<file path="config.mk">
export PLATFORM = sky130hd
export DESIGN_NAME = dmem_arbiter
export DESIGN_NICKNAME = d
export VERILOG_FILES = /design/src/rtl/dmem_arbiter_pkg.sv /design/src/rtl/dmem_arb_prio.sv /design/src/rtl/dmem_arbiter.sv
export SDC_FILE = /design/constraint.sdc
export NUM_CORES = 1
export LEC_CHECK = 0
export ABC_AREA = 0
export ABC_CLOCK_PERIOD_IN_PS = 1500
export BUFFER_PORTS_ARGS = -buffer_cell sky130_fd_sc_hd__clkbuf_2
export CAP_MARGIN = 20
export CORE_MARGIN = 10
export CORE_UTILIZATION = 40
export DETAILED_ROUTE_END_ITERATION = 10
export HOLD_SLACK_MARGIN = 0.08
export PLACE_DENSITY = 0.73
export SETUP_SLACK_MARGIN = 0.5
export SYNTH_ARGS = -nofsm -noshare
export SYNTH_HDL_FRONTEND = slang
export SYNTH_SLANG_ARGS = --single-unit
</file>
<file path="constraint.sdc">
create_clock -name clk -period 1.5 [get_ports clk]
set_clock_uncertainty 0.05 [all_clocks]
set_input_delay 0 -clock clk [delete_from_list [all_inputs] [get_ports clk]]
set_output_delay 0 -clock clk [all_outputs]
set_load 0.01 [all_outputs]
</file>
<file path="src/rtl/dmem_arbiter_pkg.sv">
// Shared definitions for the data-memory arbiter: port owner encoding,
// default word-index width and the request payload layout.
package dmem_arbiter_pkg;

  localparam int unsigned DMEM_ADDR_W = 10;

  typedef enum logic {
    DMEM_PORT_CORE = 1'b0,
    DMEM_PORT_AUX  = 1'b1
  } dmem_port_e;

  typedef struct packed {
    logic        we;
    logic [31:0] addr;
    logic [31:0] wdata;
  } dmem_req_t;

endpackage

</file>
<file path="src/rtl/dmem_arb_prio.sv">
// Winner select: core has fixed priority unless aux has starved for
// STARVE_MAX consecutive cycles.
module dmem_arb_prio #(
  parameter int unsigned STARVE_MAX = 4
) (
  input  logic       core_req,
  input  logic       aux_req,
  input  logic [3:0] starve_cnt,
  output logic       core_win,
  output logic       aux_win
);

  always_comb begin
    aux_win  = aux_req & (~core_req | (starve_cnt == 4'(STARVE_MAX)));
    core_win = core_req & ~aux_win;
  end

endmodule

</file>
<file path="src/rtl/dmem_arbiter.sv">
// Two-port arbiter/sequencer for the single-ported data memory (core + aux).
// Optional DMEM_ARB_ERR_EN: reject misaligned/out-of-range addresses with err.
module dmem_arbiter
  import dmem_arbiter_pkg::*;
#(
  parameter int unsigned ADDR_W     = DMEM_ADDR_W,
  parameter int unsigned STARVE_MAX = 4
) (
  input  logic              clk,
  input  logic              reset,
  input  logic              core_req,
  input  logic              core_we,
  input  logic [31:0]       core_addr,
  input  logic [31:0]       core_wdata,
  output logic              core_gnt,
  output logic              core_rvalid,
  output logic [31:0]       core_rdata,
  output logic              core_err,
  input  logic              aux_req,
  input  logic              aux_we,
  input  logic [31:0]       aux_addr,
  input  logic [31:0]       aux_wdata,
  output logic              aux_gnt,
  output logic              aux_rvalid,
  output logic [31:0]       aux_rdata,
  output logic              aux_err,
  output logic [ADDR_W-1:0] mem_address,
  output logic [31:0]       mem_data_in,
  output logic              mem_ReadEnable,
  output logic              mem_WriteEnable,
  input  logic [31:0]       mem_data
);

  logic [3:0]        starve_cnt;
  logic              rd_pend;
  dmem_port_e        rd_owner;
  logic [ADDR_W-1:0] addr_q;
  logic [31:0]       wdata_q;
  logic [31:0]       core_rdata_q;
  logic [31:0]       aux_rdata_q;

  logic      core_win;
  logic      aux_win;
  logic      gnt_raw;
  logic      rd_raw;
  logic      wr_raw;
  logic      core_bad;
  logic      aux_bad;
  logic      win_bad;
  dmem_req_t win;
  logic      unused_addr_bits;

  dmem_arb_prio #(.STARVE_MAX(STARVE_MAX)) u_prio (
    .core_req   (core_req),
    .aux_req    (aux_req),
    .starve_cnt (starve_cnt),
    .core_win   (core_win),
    .aux_win    (aux_win)
  );

`ifdef DMEM_ARB_ERR_EN
  assign core_bad = (core_addr[1:0] != 2'b00) | (core_addr[31:ADDR_W+2] != '0);
  assign aux_bad  = (aux_addr[1:0] != 2'b00) | (aux_addr[31:ADDR_W+2] != '0);
`else
  assign core_bad = 1'b0;
  assign aux_bad  = 1'b0;
`endif

  always_comb begin
    win     = aux_win ? '{we: aux_we, addr: aux_addr, wdata: aux_wdata}
                      : '{we: core_we, addr: core_addr, wdata: core_wdata};
    win_bad = aux_win ? aux_bad : core_bad;
    gnt_raw = core_win | aux_win;
    rd_raw  = gnt_raw & ~win_bad & ~win.we;
    wr_raw  = gnt_raw & ~win_bad & win.we;
  end

  assign unused_addr_bits = ^{win.addr[31:ADDR_W+2], win.addr[1:0]};

  // Grant-side outputs are forced low while reset is asserted.
  assign core_gnt        = core_win & reset;
  assign aux_gnt         = aux_win & reset;
  assign core_err        = core_win & core_bad & reset;
  assign aux_err         = aux_win & aux_bad & reset;
  assign mem_ReadEnable  = rd_raw & reset;
  assign mem_WriteEnable = wr_raw & reset;
  assign mem_address     = (gnt_raw & reset) ? win.addr[ADDR_W+1:2] : addr_q;
  assign mem_data_in     = (gnt_raw & reset) ? win.wdata : wdata_q;

  assign core_rvalid = rd_pend & (rd_owner == DMEM_PORT_CORE);
  assign aux_rvalid  = rd_pend & (rd_owner == DMEM_PORT_AUX);
  assign core_rdata  = core_rvalid ? mem_data : core_rdata_q;
  assign aux_rdata   = aux_rvalid ? mem_data : aux_rdata_q;

  always_ff @(posedge clk or negedge reset) begin
    if (!reset) begin
      starve_cnt   <= 4'd0;
      rd_pend      <= 1'b0;
      rd_owner     <= DMEM_PORT_CORE;
      addr_q       <= '0;
      wdata_q      <= 32'd0;
      core_rdata_q <= 32'd0;
      aux_rdata_q  <= 32'd0;
    end else begin
      if (!aux_req || aux_win) begin
        starve_cnt <= 4'd0;
      end else if (starve_cnt != 4'(STARVE_MAX)) begin
        starve_cnt <= starve_cnt + 4'd1;
      end
      if (gnt_raw) begin
        addr_q  <= win.addr[ADDR_W+1:2];
        wdata_q <= win.wdata;
      end
      rd_pend <= rd_raw;
      if (rd_raw) begin
        rd_owner <= aux_win ? DMEM_PORT_AUX : DMEM_PORT_CORE;
      end
      if (core_rvalid) core_rdata_q <= mem_data;
      if (aux_rvalid)  aux_rdata_q  <= mem_data;
    end
  end

endmodule

</file>
==> reports/results.ini <==
[run_status]
status = complete, but fails checks
violations = hold timing, setup timing

[finish]
multi_input_area_mm2 = 0.00307
final_cell_area_mm2 = 0.00937
syn_to_final_growth_pct = 67.6
nFillCells = 978
final_net_count = 978
drive_gt1_frac = 0.601
antenna-diode-count = 0
ff_latch_area_mm2 = 0.00280

[critical_path]
end_kind = output port
rr_worst_depth = 8
critPathLaunchType = flip-flop
critPathRequiredTime_ns = 1.45
critPathMaxFanout = 6
worst-path-stages = 7
cpPeakStageDelay_ns = 0.38
reg2reg_to = wdata_q[31]
reg2reg_from = starve_cnt[0]
reg2reg_slack_ns = -0.30
worstPathArrival_ns = 2.01
crit_buf_inv = 3
crit_family = simple AND/OR/NAND/NOR gates
crit_chain = inv_2 > ha_4 > and3b_2 > buf_12 > o211ai_1 > and3_1 > buf_2
cp_slowest_cell = dfrtp_1
worstSetupPathType = flip-flop to output port

[routing]
met3WireLength_mm = 1.47
wl_met2_mm = 10.7
firstDrtPassIters = 5
wl_met1_mm = 9.26
postRouteAntennaNets = 0
wl_mm = 21.7
top_layer_used = met4
post_drt_wl_per_cell_um = 21.8
vias = 5461
drt_iter0_drc = 453
drcViolationCount = 0
via_per_inst = 5.49

[timing]
whs_ns = -0.267
relSlewSlack = 0.601
grt_setup_unrepaired = yes
slew_viol_final = 0
period_minus_slack_ns = 2.06
finalSetupViolations = 185
fin_crit_sh = 1.37
tightest_slew_ns = 0.599
hold_viol = 203
fin_ws_ns = -0.562
fmax_ghz = 0.485

[global_route]
grt_pass1_wl_mm = 31.2
first_global_vias = 5715
grt_use_total = 0.197
grt_max_degree = 115
antenna_found_initial = 0
grt_overflow_total = 0

[logic_synthesis]
synth.top_cells.by_area = dfrtp_1, mux2_2, a31oi_1
synthCells = 513
synth_seq_cells = 112
ys.warnings.count = 0
avgSynthCellArea_um2 = 10.9
synth_area_mm2 = 0.00559
synth_top_cell_by_area = dfrtp_1
synth_top_area_share = 0.502
ys_seq_area_frac = 0.502
ys_types = 30

[clock_tree]
holdBufCountCts = 5
clkSinkCount = 112
ctsHtreeMaxLevel = 3
numCtsBuffers = 9
max-clock-path-buffers = 2
root_buffer = clkbuf_16
clkLatencyLatePin_ns = 0.35
clk_pin_slew_ns = 0.08
cts_tree = yes

[place]
placedInstanceArea_mm2 = 0.00747
place_congestion = 0.826
dp_hpwl_mm = 12.9
io_buffers = 233

[die]
die_h_um = 138
rows = 43
die_w_um = 138
die_area_mm2 = 0.0191
core-area_mm2 = 0.0138
top_level_ports = 280
start_util = 0.406

[pwr]
power.leakage_nw = 4.45
ir_drop_mv = 0.610
p_total_w = 0.0113
power_density_mw_per_mm2 = 1210

[worst_hold_path]
hp-class = input port to asynchronous set/reset pin

[job]
drv_cap = 0

## layer usage
layer | global-route usage | up-vias
met5 | 0 | -
met4 | 0.0599 | 0
met3 | 0.0630 | 21
met2 | 0.332 | 238
met1 | 0.234 | 2707
li1 | - | 2495
## timing repair
item / CTS / global route
pin swaps: 12 / 14
gates cloned: 8 / 1
setup endpoints to repair: 224 / 224
endpoints found under the hold margin: 224 / 218
gates resized for setup: 43 / 209
buffers inserted: 29 / 33
## stage by stage
step                      hold WS (ns)  setup WS [ns]  setup TNS, ns  std cells  utilization
final                           -0.267         -0.562         -46.68        995        0.680
after global routing            -0.214         -0.625         -55.77        995        0.680
after CTS                       -0.235         -0.553         -43.43        961        0.614
after detailed placement         0.147         -0.198         -10.16        903        0.543
after global placement           0.138         -0.129          -5.58        903        0.543
after floorplan                 -0.346         0.0407              0        514            -
## worst max-delay path by stage
stage / startpoint / to / slack, ns
detailed placement: starve_cnt[0] / mem_address[3] / -0.20
global route: starve_cnt[0] / mem_data_in[12] / -0.62
floorplan: starve_cnt[0] / wdata_q[10] / 0.04
finish: starve_cnt[0] / mem_ReadEnable / -0.56
global placement: starve_cnt[0] / mem_data_in[0] / -0.13
CTS: starve_cnt[0] / mem_data_in[0] / -0.55
## sequential cells by signal, summed over array words and instances (netlist names)
signal / cells
rd_pend: 1
starve_cnt: 4
addr_q: 10
rd_owner: 1
aux_rdata_q: 32
wdata_q: 32
core_rdata_q: 32
## cell type report
class,instances,area share
Clock buffer,9,0.0240
Clock inverter,7,0.00588
Inverter,4,0.00160
Multi-Input combinational cell,346,0.327
Sequential cell,112,0.299
Tap cell,180,0.0240
Timing Repair Buffer,337,0.318
## cells in the final DEF, fill, tap and decap left out, types with 4 or more instances in the layout
cell type	n
and3_1	7
clkbuf_16	10
mux2_4	64
o211ai_4	11
o211ai_2	19
buf_2	15
clkbuf_2	149
buf_6	113
nor2_1	85
buf_4	25
dfrtp_1	111
o211ai_1	13
a31oi_2	30
nand3_1	44
buf_12	17
inv_2	4
buf_16	8
dlygate4sd3_1	5
a31oi_1	51
## cell usage after synthesis, drive strengths merged
cell type / number
a21boi: 1
a21oi: 1
a31oi: 84
and2: 1
and3: 7
and3b: 1
buf: 46
clkbuf: 6
conb: 1
dfrtp: 112
ha: 2
inv: 4
mux2: 64
nand2: 2
nand2b: 1
nand3: 44
nand4b: 1
nor2: 86
nor2b: 1
o211ai: 43
o21a: 1
o32a: 1
or2: 1
xnor2: 1
xor2: 1
## worst register-to-register path: stages, from the launching register on
cell	delay [ns]
dfrtp_1	0.38
inv_2	0.07
ha_4	0.16
and3b_2	0.27
buf_12	0.16
buf_4	0.14
o211ai_1	0.21
buf_4	0.16
a31oi_4	0.08
## power breakdown
| group | leakage [nW] | total (W) | switching (W) | internal [W] |
|---|---|---|---|---|
| sequential | 1.31 | 0.00391 | 0.000267 | 0.00365 |
| clock | 0.138 | 0.00232 | 0.00117 | 0.00115 |
| combinational | 3.00 | 0.00509 | 0.00213 | 0.00296 |
## logic make-up after synthesis
kind of cell / count (synthesis) / share of synthesized area
AO/OA/AOI/OAI: 131 / 0.184
multiplexers: 64 / 0.129
flip-flops: 112 / 0.502
other: 1 / 0.000671
buffers and inverters: 56 / 0.0620
AND/OR/NAND/NOR: 145 / 0.115
XOR/XNOR: 2 / 0.00314
adder cells (fa/ha/maj): 2 / 0.00448
(Power assumes the default switching activity.)
